[src/rtl/ball_motion_pkg.sv]
// rtl/ball_motion_pkg.sv - shared playfield constants and FSM state type for the pong ball
package pong_pkg;

  localparam int SCREEN_W_DEF      = 640;
  localparam int SCREEN_H_DEF      = 480;
  localparam int BALL_SIZE_DEF     = 8;
  localparam int PADDLE_H_DEF      = 64;
  localparam int PADDLE_L_FACE_DEF = 24;
  localparam int PADDLE_R_FACE_DEF = 616;

  typedef enum logic [1:0] {
    ST_IDLE,
    ST_PLAY,
    ST_SCORED
  } state_t;

  // Top-left coordinate that centres an object of `size` within `extent`.
  function automatic int centre(input int extent, input int size);
    return (extent - size) / 2;
  endfunction

endpackage

[src/rtl/ball_motion_if.sv]
// rtl/ball_motion_if.sv - control inputs and ball state outputs of the ball mover
interface ball_motion_if;

  logic game_on;
  logic serve;
  int   ticks_per_px;
  int   left_paddle_y;
  int   right_paddle_y;
  int   ball_x;
  int   ball_y;
  logic dir_right;
  logic dir_down;
  logic score_left;
  logic score_right;
  logic in_play;

  modport master (
    output game_on, serve, ticks_per_px, left_paddle_y, right_paddle_y,
    input  ball_x, ball_y, dir_right, dir_down, score_left, score_right, in_play
  );

  modport slave (
    input  game_on, serve, ticks_per_px, left_paddle_y, right_paddle_y,
    output ball_x, ball_y, dir_right, dir_down, score_left, score_right, in_play
  );

endinterface

[src/rtl/ball_motion_step_divider.sv]
// rtl/ball_motion_step_divider.sv - clock divider producing one-pixel step strobes
module step_divider (
  input  logic clk,
  input  logic reset,
  input  logic enable,
  input  int   ticks_per_px,
  output logic step
);

  int r_cnt;
  int w_term;

  // Non-positive rates collapse to one step per clock; >= lets a lowered rate fire at once.
  assign w_term = (ticks_per_px > 1) ? ticks_per_px - 1 : 0;
  assign step   = enable && (r_cnt >= w_term);

  always_ff @(posedge clk or negedge reset) begin
    if (!reset) begin
      r_cnt <= 0;
    end else if (enable) begin
      r_cnt <= step ? 0 : r_cnt + 1;
    end
  end

endmodule

[src/rtl/ball_motion.sv]
// rtl/ball_motion.sv - pong ball FSM: serve, wall/paddle bounces, miss detection
module ball_motion
  import pong_pkg::*;
#(
  parameter int SCREEN_W      = SCREEN_W_DEF,
  parameter int SCREEN_H      = SCREEN_H_DEF,
  parameter int BALL_SIZE     = BALL_SIZE_DEF,
  parameter int PADDLE_H      = PADDLE_H_DEF,
  parameter int PADDLE_L_FACE = PADDLE_L_FACE_DEF,
  parameter int PADDLE_R_FACE = PADDLE_R_FACE_DEF
) (
  input  logic          clk,
  input  logic          reset,
  ball_motion_if.slave  bus
);

  localparam int X_CENTRE = centre(SCREEN_W, BALL_SIZE);
  localparam int Y_CENTRE = centre(SCREEN_H, BALL_SIZE);

  state_t r_state;
  int     r_ball_x;
  int     r_ball_y;
  logic   r_dir_right;
  logic   r_dir_down;
  logic   r_score_left;
  logic   r_score_right;
  logic   r_in_play;
  logic   r_serve_right;

  logic   w_div_en;
  logic   w_step;
  logic   w_hit_l;
  logic   w_hit_r;

  assign w_div_en = bus.game_on && (r_state == ST_PLAY);

  step_divider u_step_divider (
    .clk          (clk),
    .reset        (reset),
    .enable       (w_div_en),
    .ticks_per_px (bus.ticks_per_px),
    .step         (w_step)
  );

  assign w_hit_l = (r_ball_y + BALL_SIZE > bus.left_paddle_y) &&
                   (r_ball_y < bus.left_paddle_y + PADDLE_H);
  assign w_hit_r = (r_ball_y + BALL_SIZE > bus.right_paddle_y) &&
                   (r_ball_y < bus.right_paddle_y + PADDLE_H);

  always_ff @(posedge clk or negedge reset) begin
    if (!reset) begin
      r_state       <= ST_IDLE;
      r_ball_x      <= X_CENTRE;
      r_ball_y      <= Y_CENTRE;
      r_dir_right   <= 1'b1;
      r_dir_down    <= 1'b1;
      r_score_left  <= 1'b0;
      r_score_right <= 1'b0;
      r_in_play     <= 1'b0;
      r_serve_right <= 1'b1;
    end else begin
      r_score_left  <= 1'b0;
      r_score_right <= 1'b0;
      if (bus.game_on) begin
        case (r_state)
          ST_IDLE: begin
            if (bus.serve) begin
              r_state   <= ST_PLAY;
              r_in_play <= 1'b1;
            end
          end
          ST_PLAY: begin
            if (w_step) begin
              // Vertical and horizontal rules are independent so corners flip both axes.
              if (!r_dir_down) begin
                if (r_ball_y == 0) r_dir_down <= 1'b1;
                else               r_ball_y   <= r_ball_y - 1;
              end else begin
                if (r_ball_y == SCREEN_H - BALL_SIZE) r_dir_down <= 1'b0;
                else                                  r_ball_y   <= r_ball_y + 1;
              end
              if (!r_dir_right) begin
                if (r_ball_x == 0) begin
                  r_score_right <= 1'b1;
                  r_serve_right <= 1'b0;
                  r_state       <= ST_SCORED;
                  r_in_play     <= 1'b0;
                end else if (r_ball_x == PADDLE_L_FACE && w_hit_l) begin
                  r_dir_right <= 1'b1;
                end else begin
                  r_ball_x <= r_ball_x - 1;
                end
              end else begin
                if (r_ball_x == SCREEN_W - BALL_SIZE) begin
                  r_score_left  <= 1'b1;
                  r_serve_right <= 1'b1;
                  r_state       <= ST_SCORED;
                  r_in_play     <= 1'b0;
                end else if (r_ball_x + BALL_SIZE == PADDLE_R_FACE && w_hit_r) begin
                  r_dir_right <= 1'b0;
                end else begin
                  r_ball_x <= r_ball_x + 1;
                end
              end
            end
          end
          ST_SCORED: begin
            r_ball_x    <= X_CENTRE;
            r_ball_y    <= Y_CENTRE;
            r_dir_right <= r_serve_right;
            r_state     <= ST_IDLE;
          end
          default: r_state <= ST_IDLE;
        endcase
      end
    end
  end

  assign bus.ball_x      = r_ball_x;
  assign bus.ball_y      = r_ball_y;
  assign bus.dir_right   = r_dir_right;
  assign bus.dir_down    = r_dir_down;
  assign bus.score_left  = r_score_left;
  assign bus.score_right = r_score_right;
  assign bus.in_play     = r_in_play;

endmodule

[src/flat_wrapper.sv]
// flat-port wrapper written by rule: the top's interface ports become plain ports
module ball_motion_flat import pong_pkg::*;
#(
  parameter int SCREEN_W      = SCREEN_W_DEF,
  parameter int SCREEN_H      = SCREEN_H_DEF,
  parameter int BALL_SIZE     = BALL_SIZE_DEF,
  parameter int PADDLE_H      = PADDLE_H_DEF,
  parameter int PADDLE_L_FACE = PADDLE_L_FACE_DEF,
  parameter int PADDLE_R_FACE = PADDLE_R_FACE_DEF
)
  (clk, reset, bus_game_on, bus_serve, bus_ticks_per_px, bus_left_paddle_y, bus_right_paddle_y, bus_ball_x, bus_ball_y, bus_dir_right, bus_dir_down, bus_score_left, bus_score_right, bus_in_play);
  ball_motion_if bus_i ();
  input  logic clk;
  input  logic reset;
  input wire logic [$bits(bus_i.game_on)-1:0] bus_game_on;
  input wire logic [$bits(bus_i.serve)-1:0] bus_serve;
  input wire logic [$bits(bus_i.ticks_per_px)-1:0] bus_ticks_per_px;
  input wire logic [$bits(bus_i.left_paddle_y)-1:0] bus_left_paddle_y;
  input wire logic [$bits(bus_i.right_paddle_y)-1:0] bus_right_paddle_y;
  output wire logic [$bits(bus_i.ball_x)-1:0] bus_ball_x;
  output wire logic [$bits(bus_i.ball_y)-1:0] bus_ball_y;
  output wire logic [$bits(bus_i.dir_right)-1:0] bus_dir_right;
  output wire logic [$bits(bus_i.dir_down)-1:0] bus_dir_down;
  output wire logic [$bits(bus_i.score_left)-1:0] bus_score_left;
  output wire logic [$bits(bus_i.score_right)-1:0] bus_score_right;
  output wire logic [$bits(bus_i.in_play)-1:0] bus_in_play;
  assign bus_i.game_on = bus_game_on;
  assign bus_i.serve = bus_serve;
  assign bus_i.ticks_per_px = bus_ticks_per_px;
  assign bus_i.left_paddle_y = bus_left_paddle_y;
  assign bus_i.right_paddle_y = bus_right_paddle_y;
  assign bus_ball_x = bus_i.ball_x;
  assign bus_ball_y = bus_i.ball_y;
  assign bus_dir_right = bus_i.dir_right;
  assign bus_dir_down = bus_i.dir_down;
  assign bus_score_left = bus_i.score_left;
  assign bus_score_right = bus_i.score_right;
  assign bus_in_play = bus_i.in_play;
  ball_motion #(.SCREEN_W(SCREEN_W), .SCREEN_H(SCREEN_H), .BALL_SIZE(BALL_SIZE), .PADDLE_H(PADDLE_H), .PADDLE_L_FACE(PADDLE_L_FACE), .PADDLE_R_FACE(PADDLE_R_FACE)) u_core (.clk(clk), .reset(reset), .bus(bus_i));
endmodule
[config.mk]
export PLATFORM = sky130hd
export DESIGN_NAME = ball_motion_flat
export DESIGN_NICKNAME = d
export VERILOG_FILES = /design/src/rtl/ball_motion_pkg.sv /design/src/rtl/ball_motion_if.sv /design/src/rtl/ball_motion_step_divider.sv /design/src/rtl/ball_motion.sv /design/src/flat_wrapper.sv
export SDC_FILE = /design/constraint.sdc
export NUM_CORES = 1
export LEC_CHECK = 0
export BUFFER_PORTS_ARGS = -buffer_cell sky130_fd_sc_hd__buf_2
export CAP_MARGIN = 20
export CORE_UTILIZATION = 50
export CTS_BUF_LIST = sky130_fd_sc_hd__clkbuf_16
export CTS_CLUSTER_SIZE = 28
export DETAILED_ROUTE_END_ITERATION = 7
export GPL_TIMING_DRIVEN = 0
export PLACE_DENSITY = 0.8
export SLEW_MARGIN = 20
export SYNTH_ARGS = -nofsm -noshare
export SYNTH_HDL_FRONTEND = slang
export SYNTH_SLANG_ARGS = --single-unit
[constraint.sdc]
create_clock -name clk -period 6.4 [get_ports clk]
set_clock_uncertainty 0.1 [all_clocks]
set_input_delay 0.64 -clock clk [delete_from_list [all_inputs] [get_ports clk]]
set_output_delay 0.64 -clock clk [all_outputs]
set_load 0.05 [all_outputs]
==> impl_metrics.tcl, run 1 <==
set metrics [dict create \
    outcome "finished, final reports clean" \
    stdcell_count 2273 \
    cts_sinks 104 \
    report.final.slew_viol_count 0 \
    ir_worst_vdd_mv 0.454 \
    max_slew_margin 0.292 \
    clock_path_buffers 2 \
    synth-seq-cells 104 \
    criticalPathCategory "flip-flop to flip-flop" \
    synth_edf_count 0 \
    cts-root-buf "clkbuf_16" \
    syn-num-nets 2067 \
    vias 13800 \
    worst_pin_slew_ns 1.05 \
    clkTransAtPathRegs_ns 0.08 \
    synthToLayoutAreaGrowth_pct 12.0 \
    drt_wl_total_um 39300 \
    syn_inst 1744 \
    wl_per_cell_um 17.3 \
    viasPerCell 6.09 \
    num_rows 60 \
    nets 2250 \
    r2r_start "u_core.bus.ball_y[6]" \
    yosysWarningCount 0 \
    syn_avg_cell_area_um2 7.82 \
    grt_pass1_vias 13100 \
    dieArea_um2 27900 \
    final-hold-violation-count 0 \
    antenna_found_initial 0 \
    multi_input_area_um2 10500 \
    h-tree-depth 3 \
    drc_errors 0 \
    final.period_utilization 0.933 \
    core_um2 26900 \
    min-delay-path-class "input pin to async pin" \
    placed_cells 2253 \
    grt_usage 0.280 \
    max_freq_mhz 167 \
    period_minus_slack_ns 5.97 \
    p_per_area_nw_per_um2 272 \
    cts_hold_buf 0 \
    hold_slack_ns 0.0711 \
    ios 169 \
    ys_seq_area_frac 0.192 \
    async_flop_share 1.00 \
    fill_cells 2493 \
    p_leak_nw 7.34 \
    die_height_um 167 \
    cp_data_arrival_time_ns 6.11 \
    register_area_um2 2620 \
    synth_flop_cell "dfrtp_1" \
    clk_latency_ns 0.35 \
    finish.utilization 0.568 \
    cap_violations 0 \
    tritoncts "built" \
    cp_data_required_time_ns 6.54 \
    dp_hpwl_um 31000 \
    drive_gt1_frac 0.122 \
    tns_ns 0 \
    grt_pass1_wl_um 64600 \
    cp-end-kind "flip-flop" \
    first_pass_iters 5 \
    place.gp.congestion 0.939 \
    startpoint_type "flip-flop" \
    floorplan.initialDensity 0.507 \
    worstReg2RegEnd "u_core.bus.ball_x[6]" \
    drt-initial-drc-count 856 \
    final-setup-viol-count 0 \
    grt_max_degree 75 \
    rr_worst_depth 19 \
    cts-buffers-inserted 9 \
    diodes 0 \
    die_width_um 167 \
    synthDistinctLibCells 75 \
    grt_overflow 0 \
    postRouteAntennaNets 0 \
    synth_area_um2 13600 \
    rsz0062_at_grt "no" \
    path_max_fanout 10 \
    regToRegSetupSlack_ns 0.43 \
    portBuffers 167 \
]
==> stage by stage <==
stage / setup WS [ns] / instance area, um2 / power (W)
floorplan: 0.918 / 13600 / 0.00293
global placement: -0.0138 / 14900 / 0.00348
detailed placement: -0.201 / 14900 / 0.00355
CTS: 0.147 / 15200 / 0.00414
global route: 0.000409 / 15300 / 0.00448
finish: 0.429 / 15300 / 0.00415
==> cells by family (layout without fill, tap and decap cells) <==
group | Yosys count | in the layout | share of synthesized area
flops | 104 | 104 | 0.192
mux | 7 | 7 | 0.00532
xor+xnor | 179 | 179 | 0.115
compound gates | 411 | 411 | 0.195
simple gates | 681 | 681 | 0.246
fa+ha+maj | 223 | 223 | 0.206
buf+inv | 139 | 327 | 0.0409
==> cells in the final DEF, fill, tap and decap left out, types with 22 or more instances in the layout <==
| cell | Yosys | layout |
|---|---|---|
| dfrtp_1 | 91 | 91 |
| nor4_1 | 25 | 25 |
| buf_2 | 5 | 171 |
| nand4_1 | 58 | 58 |
| nand2_1 | 206 | 206 |
| o21ai_0 | 84 | 84 |
| clkbuf_1 | 22 | 22 |
| o31ai_1 | 36 | 36 |
| nor2_1 | 123 | 123 |
| nor3_1 | 64 | 62 |
| a21o_1 | 30 | 30 |
| xnor2_1 | 120 | 120 |
| and3_1 | 28 | 28 |
| xor2_1 | 59 | 59 |
| a21oi_1 | 116 | 116 |
| ha_1 | 221 | 221 |
| inv_1 | 108 | 106 |
| nand3_1 | 78 | 78 |
==> synth_stat cells (7+ instances only) <==
| library cell | n | share of area |
|---|---|---|
| o21ai_0 | 84 | 0.031 |
| xor2_1 | 59 | 0.038 |
| nor4_1 | 25 | 0.011 |
| nand2_1 | 206 | 0.057 |
| ha_1 | 221 | 0.20 |
| o21bai_1 | 9 | 0.0050 |
| nor2_1 | 123 | 0.034 |
| nand2b_1 | 15 | 0.0069 |
| a31oi_1 | 13 | 0.0060 |
| nand4_1 | 58 | 0.027 |
| dfrtp_1 | 91 | 0.17 |
| a211oi_1 | 12 | 0.0066 |
| o31a_1 | 7 | 0.0045 |
| xnor2_1 | 120 | 0.077 |
| and4_1 | 13 | 0.0084 |
| nor2b_1 | 11 | 0.0050 |
| o21ai_1 | 8 | 0.0029 |
| or2_2 | 8 | 0.0037 |
| or3_1 | 17 | 0.0078 |
| inv_1 | 108 | 0.030 |
| o31ai_1 | 36 | 0.020 |
| and2_1 | 9 | 0.0041 |
| and3_1 | 28 | 0.013 |
| or4_1 | 9 | 0.0050 |
| dfstp_2 | 13 | 0.025 |
| nor3_1 | 64 | 0.023 |
| o21a_1 | 13 | 0.0072 |
| o211ai_1 | 14 | 0.0077 |
| a21o_1 | 30 | 0.017 |
| a21oi_1 | 116 | 0.043 |
| nand3_1 | 78 | 0.029 |
| clkbuf_1 | 22 | 0.0061 |
==> how the worst max path moves through the flow <==
| stage | startpoint | endpoint | slack [ns] | depth (start not counted) |
|---|---|---|---|---|
| 4_1_cts | bus_ticks_per_px[3] | u_core.bus.ball_y[31] | 0.15 | 20 |
| 3_5_place_dp | bus_ticks_per_px[3] | u_core.bus.ball_y[31] | -0.20 | 20 |
| 2_1_floorplan | bus_ticks_per_px[3] | u_core.bus.ball_x[6] | 0.92 | 19 |
| 3_3_place_gp | bus_ticks_per_px[3] | u_core.bus.ball_y[31] | -0.01 | 20 |
| 6_report | u_core.bus.ball_y[6] | u_core.bus.ball_x[6] | 0.43 | 19 |
| 5_1_grt | bus_left_paddle_y[6] | u_core.bus.ball_x[16] | 0.0004 | 22 |
==> state kept, by name, summed over array words and instances, names as in the netlist <==
register / cells
u_core.bus.dir_right: 1
u_core.r_serve_right: 1
u_core.u_step_divider.r_cnt: 32
u_core.bus.ball_y: 32
u_core.r_state: 2
u_core.bus.ball_x: 32
u_core.bus.dir_down: 1
u_core.bus.score_left: 1
u_core.bus.score_right: 1
u_core.bus.in_play: 1
==> report_power, final <==
group	internal, W	total, W	switching [W]
clock network	0.000304	0.000572	0.000268
registers	0.000807	0.00108	0.000275
logic	0.000935	0.00250	0.00156
total	0.00205	0.00415	0.00211
==> area by class of cell <==
| type | instances | area share |
|---|---|---|
| inverter | 108 | 0.0265 |
| multi-input combinational | 1501 | 0.686 |
| timing repair buffer | 172 | 0.0589 |
| clock inverter | 7 | 0.00467 |
| sequential | 104 | 0.171 |
| clock buffer | 9 | 0.0147 |
| buffer | 31 | 0.00999 |
| tap | 341 | 0.0279 |
==> layer usage <==
layer / GRT usage / wire, um / vias to the layer above
met5: 0 / 0 / -
met4: 0.0798 / 926 / 0
met3: 0.0338 / 2190 / 71
met2: 0.468 / 18100 / 437
met1: 0.381 / 18000 / 6565
li1: - / - / 6768
==> worst max-delay path, cell delays in order (launching register included) <==
cell and delay [ns]:
dfstp_2 0.59, clkbuf_1 0.26, nand3_1 0.17, nor2_1 0.23, nand2b_1 0.21, nor2_1 0.26
nand2_1 0.15, nor2_1 0.27, nand3_1 0.14, xnor2_1 0.20, ha_1 0.34, nand4_1 0.12
nor4_1 0.81, o32ai_1 0.38, mux2i_1 0.31, nor4b_2 0.39, nand2_1 0.12, a22oi_2 0.23
buf_6 0.23, mux2_1 0.33
==> what timing repair did <==
item                       4_1_cts  5_1_grt
resized for setup                0        3
buffers inserted                 0        4
setup endpoints to repair        0       64
Note: power is estimated with default switching activity, not from simulation.
==> run 2: changes to the inputs <==
==> constraint.sdc (replaced) <==
create_clock -name clk -period 5.8 [get_ports clk]
set_clock_uncertainty 0.1 [all_clocks]
set_input_delay 0.58 -clock clk [delete_from_list [all_inputs] [get_ports clk]]
set_output_delay 0.58 -clock clk [all_outputs]
set_load 0.05 [all_outputs]
==> impl_metrics.tcl, run 2 (synthesis gave the netlist of run 1 again) <==
set metrics [dict create \
    outcome "finished, final reports clean" \
    drc_errors 0 \
    max_freq_mhz 178 \
    max_slew_margin 0.481 \
    switching_share 0.507 \
    clock_path_buffers 2 \
    power.internal_w 0.00226 \
    die_height_um 167 \
    num_rows 60 \
    grt_pass1_vias 13100 \
    cp_data_required_time_ns 5.94 \
    clkTransAtPathRegs_ns 0.08 \
    report.final.slew_viol_count 0 \
    cp-end-kind "flip-flop" \
    ir_worst_vdd_mv 0.501 \
    cts-root-buf "clkbuf_16" \
    startpoint_type "flip-flop" \
    wl_per_cell_um 17.2 \
    final.period_utilization 0.967 \
    grtUsageMet2 0.470 \
    synthToLayoutAreaGrowth_pct 12.7 \
    p_per_area_nw_per_um2 298 \
    grt-busiest-layer "met2" \
    postRouteAntennaNets 0 \
    slowest_delay_ns 0.64 \
    die_width_um 167 \
    min-delay-path-class "input pin to async pin" \
    power_frac_seq 0.261 \
    placed_area_um2 14900 \
    p_leak_nw 7.37 \
    grt_pass1_wl_um 64700 \
    floorplan.initialDensity 0.507 \
    path_max_fanout 10 \
    drt_wl_total_um 39100 \
    period_minus_slack_ns 5.61 \
    vias 13800 \
    clk_latency_ns 0.35 \
    place.gp.congestion 0.939 \
    pwr-share-comb 0.601 \
    power_frac_clock 0.138 \
    grt_overflow 0 \
    tritoncts "built" \
    grt_usage 0.281 \
    viasPerCell 6.08 \
    layout_common_cells "221 x ha_1, 206 x nand2_1, 171 x buf_2" \
    criticalPathCategory "flip-flop to flip-flop" \
    cp_data_arrival_time_ns 5.74 \
    final-hold-violation-count 0 \
    cts_sinks 104 \
    drt-initial-drc-count 862 \
    cap_violations 0 \
    worst_pin_slew_ns 0.779 \
    critPathTopFamily "simple AND/OR/NAND/NOR gates" \
    drive_gt1_frac 0.129 \
    dp_hpwl_um 31000 \
    nets 2250 \
    crit_chain "ha_1, nand3_1, nor2_1, nand2b_1, nor2_2, nand2_1, nor2_2, nand3_1, xnor2_1, ha_1, a211oi_1, o21ai_0, nor3_2, or3_1, o41ai_1, or4_1, and3_1, a22oi_2, buf_6, mux2_1" \
    slowest_stage "or4_1" \
    finish.utilization 0.572 \
    ios 169 \
    final-setup-viol-count 0 \
    cts-buffers-inserted 9 \
    mostFrequentLayoutCell "ha_1" \
    portBuffers 167 \
    power_w 0.00458 \
    placed_cells 2253 \
    dieArea_um2 27900 \
    hold_slack_ns 0.0129 \
    h-tree-depth 3 \
    core_um2 26900 \
    switchingPower_w 0.00233 \
    final_cell_area_um2 15400 \
    cts_hold_buf 0 \
    first_pass_iters 5 \
    met3_usage 0.0326 \
    antenna_found_initial 1 \
    met1_usage 0.383 \
    grt_max_degree 75 \
    stdcell_count 2274 \
    critPathBufInv 1 \
]
-- run 2: cell count changes in the layout (fill, tap and decap cells not counted), sizes merged --
cell and delta:
clkbuf -2, buf +2, diode +1
-- run 2: power by group through the flow --
stage               registers (W)  logic (W)  clock network [W]
floorplan                 0.00153    0.00170                  0
global placement          0.00119    0.00265                  0
detailed placement        0.00120    0.00272                  0
CTS                       0.00119    0.00274           0.000643
global route              0.00123    0.00306           0.000664
finish                    0.00120    0.00276           0.000632
-- run 2: worst paths after layout --
check | start | slack, ns | end | cells after the start
min in group clk | u_core.r_serve_right | 0.42 | u_core.bus.dir_right | 2
setup / recovery | u_core.bus.ball_y[3] | 0.19 | u_core.bus.ball_x[6] | 20
max in group asynchronous | reset | 4.87 | u_core.bus.ball_x[2] | 2
setup reg to reg | u_core.bus.ball_y[3] | 0.19 | u_core.bus.ball_x[6] | 20
hold reg to reg | u_core.r_serve_right | 0.42 | u_core.bus.dir_right | 2
hold / removal | reset | 0.01 | u_core.u_step_divider.r_cnt[20] | 1
-- run 2: final cells by class --
cell class	count	area [um2]
Fill cell	2473	11500
Multi-Input combinational cell	1501	10600
Sequential cell	104	2620
Timing Repair Buffer	174	915
Tap cell	341	427
Inverter	108	405
Clock buffer	9	225
Buffer	29	145
Clock inverter	7	71.3
Antenna cell	1	2.50
-- run 2: routing by layer --
metal,up-vias,share of wire
met2,438,0.47
met5,-,0
li1,6773,-
met1,6557,0.45
met3,61,0.065
met4,0,0.021
-- run 2: metrics by stage --
stage | setup WS, ns | TNS (ns)
final | 0.193 | 0
after CTS | 0.0105 | 0
after floorplan | 0.378 | 0
after global placement | -0.554 | -29.47
after detailed placement | -0.741 | -46.65
after global routing | -0.0262 | -0.194
-- run 2: timing repair --
| item | in CTS | in global routing |
|---|---|---|
| pin swaps | 1 | 2 |
| endpoints found under the setup margin | 65 | 95 |
| resized for setup | 5 | 15 |
| buffers inserted | 4 | 2 |
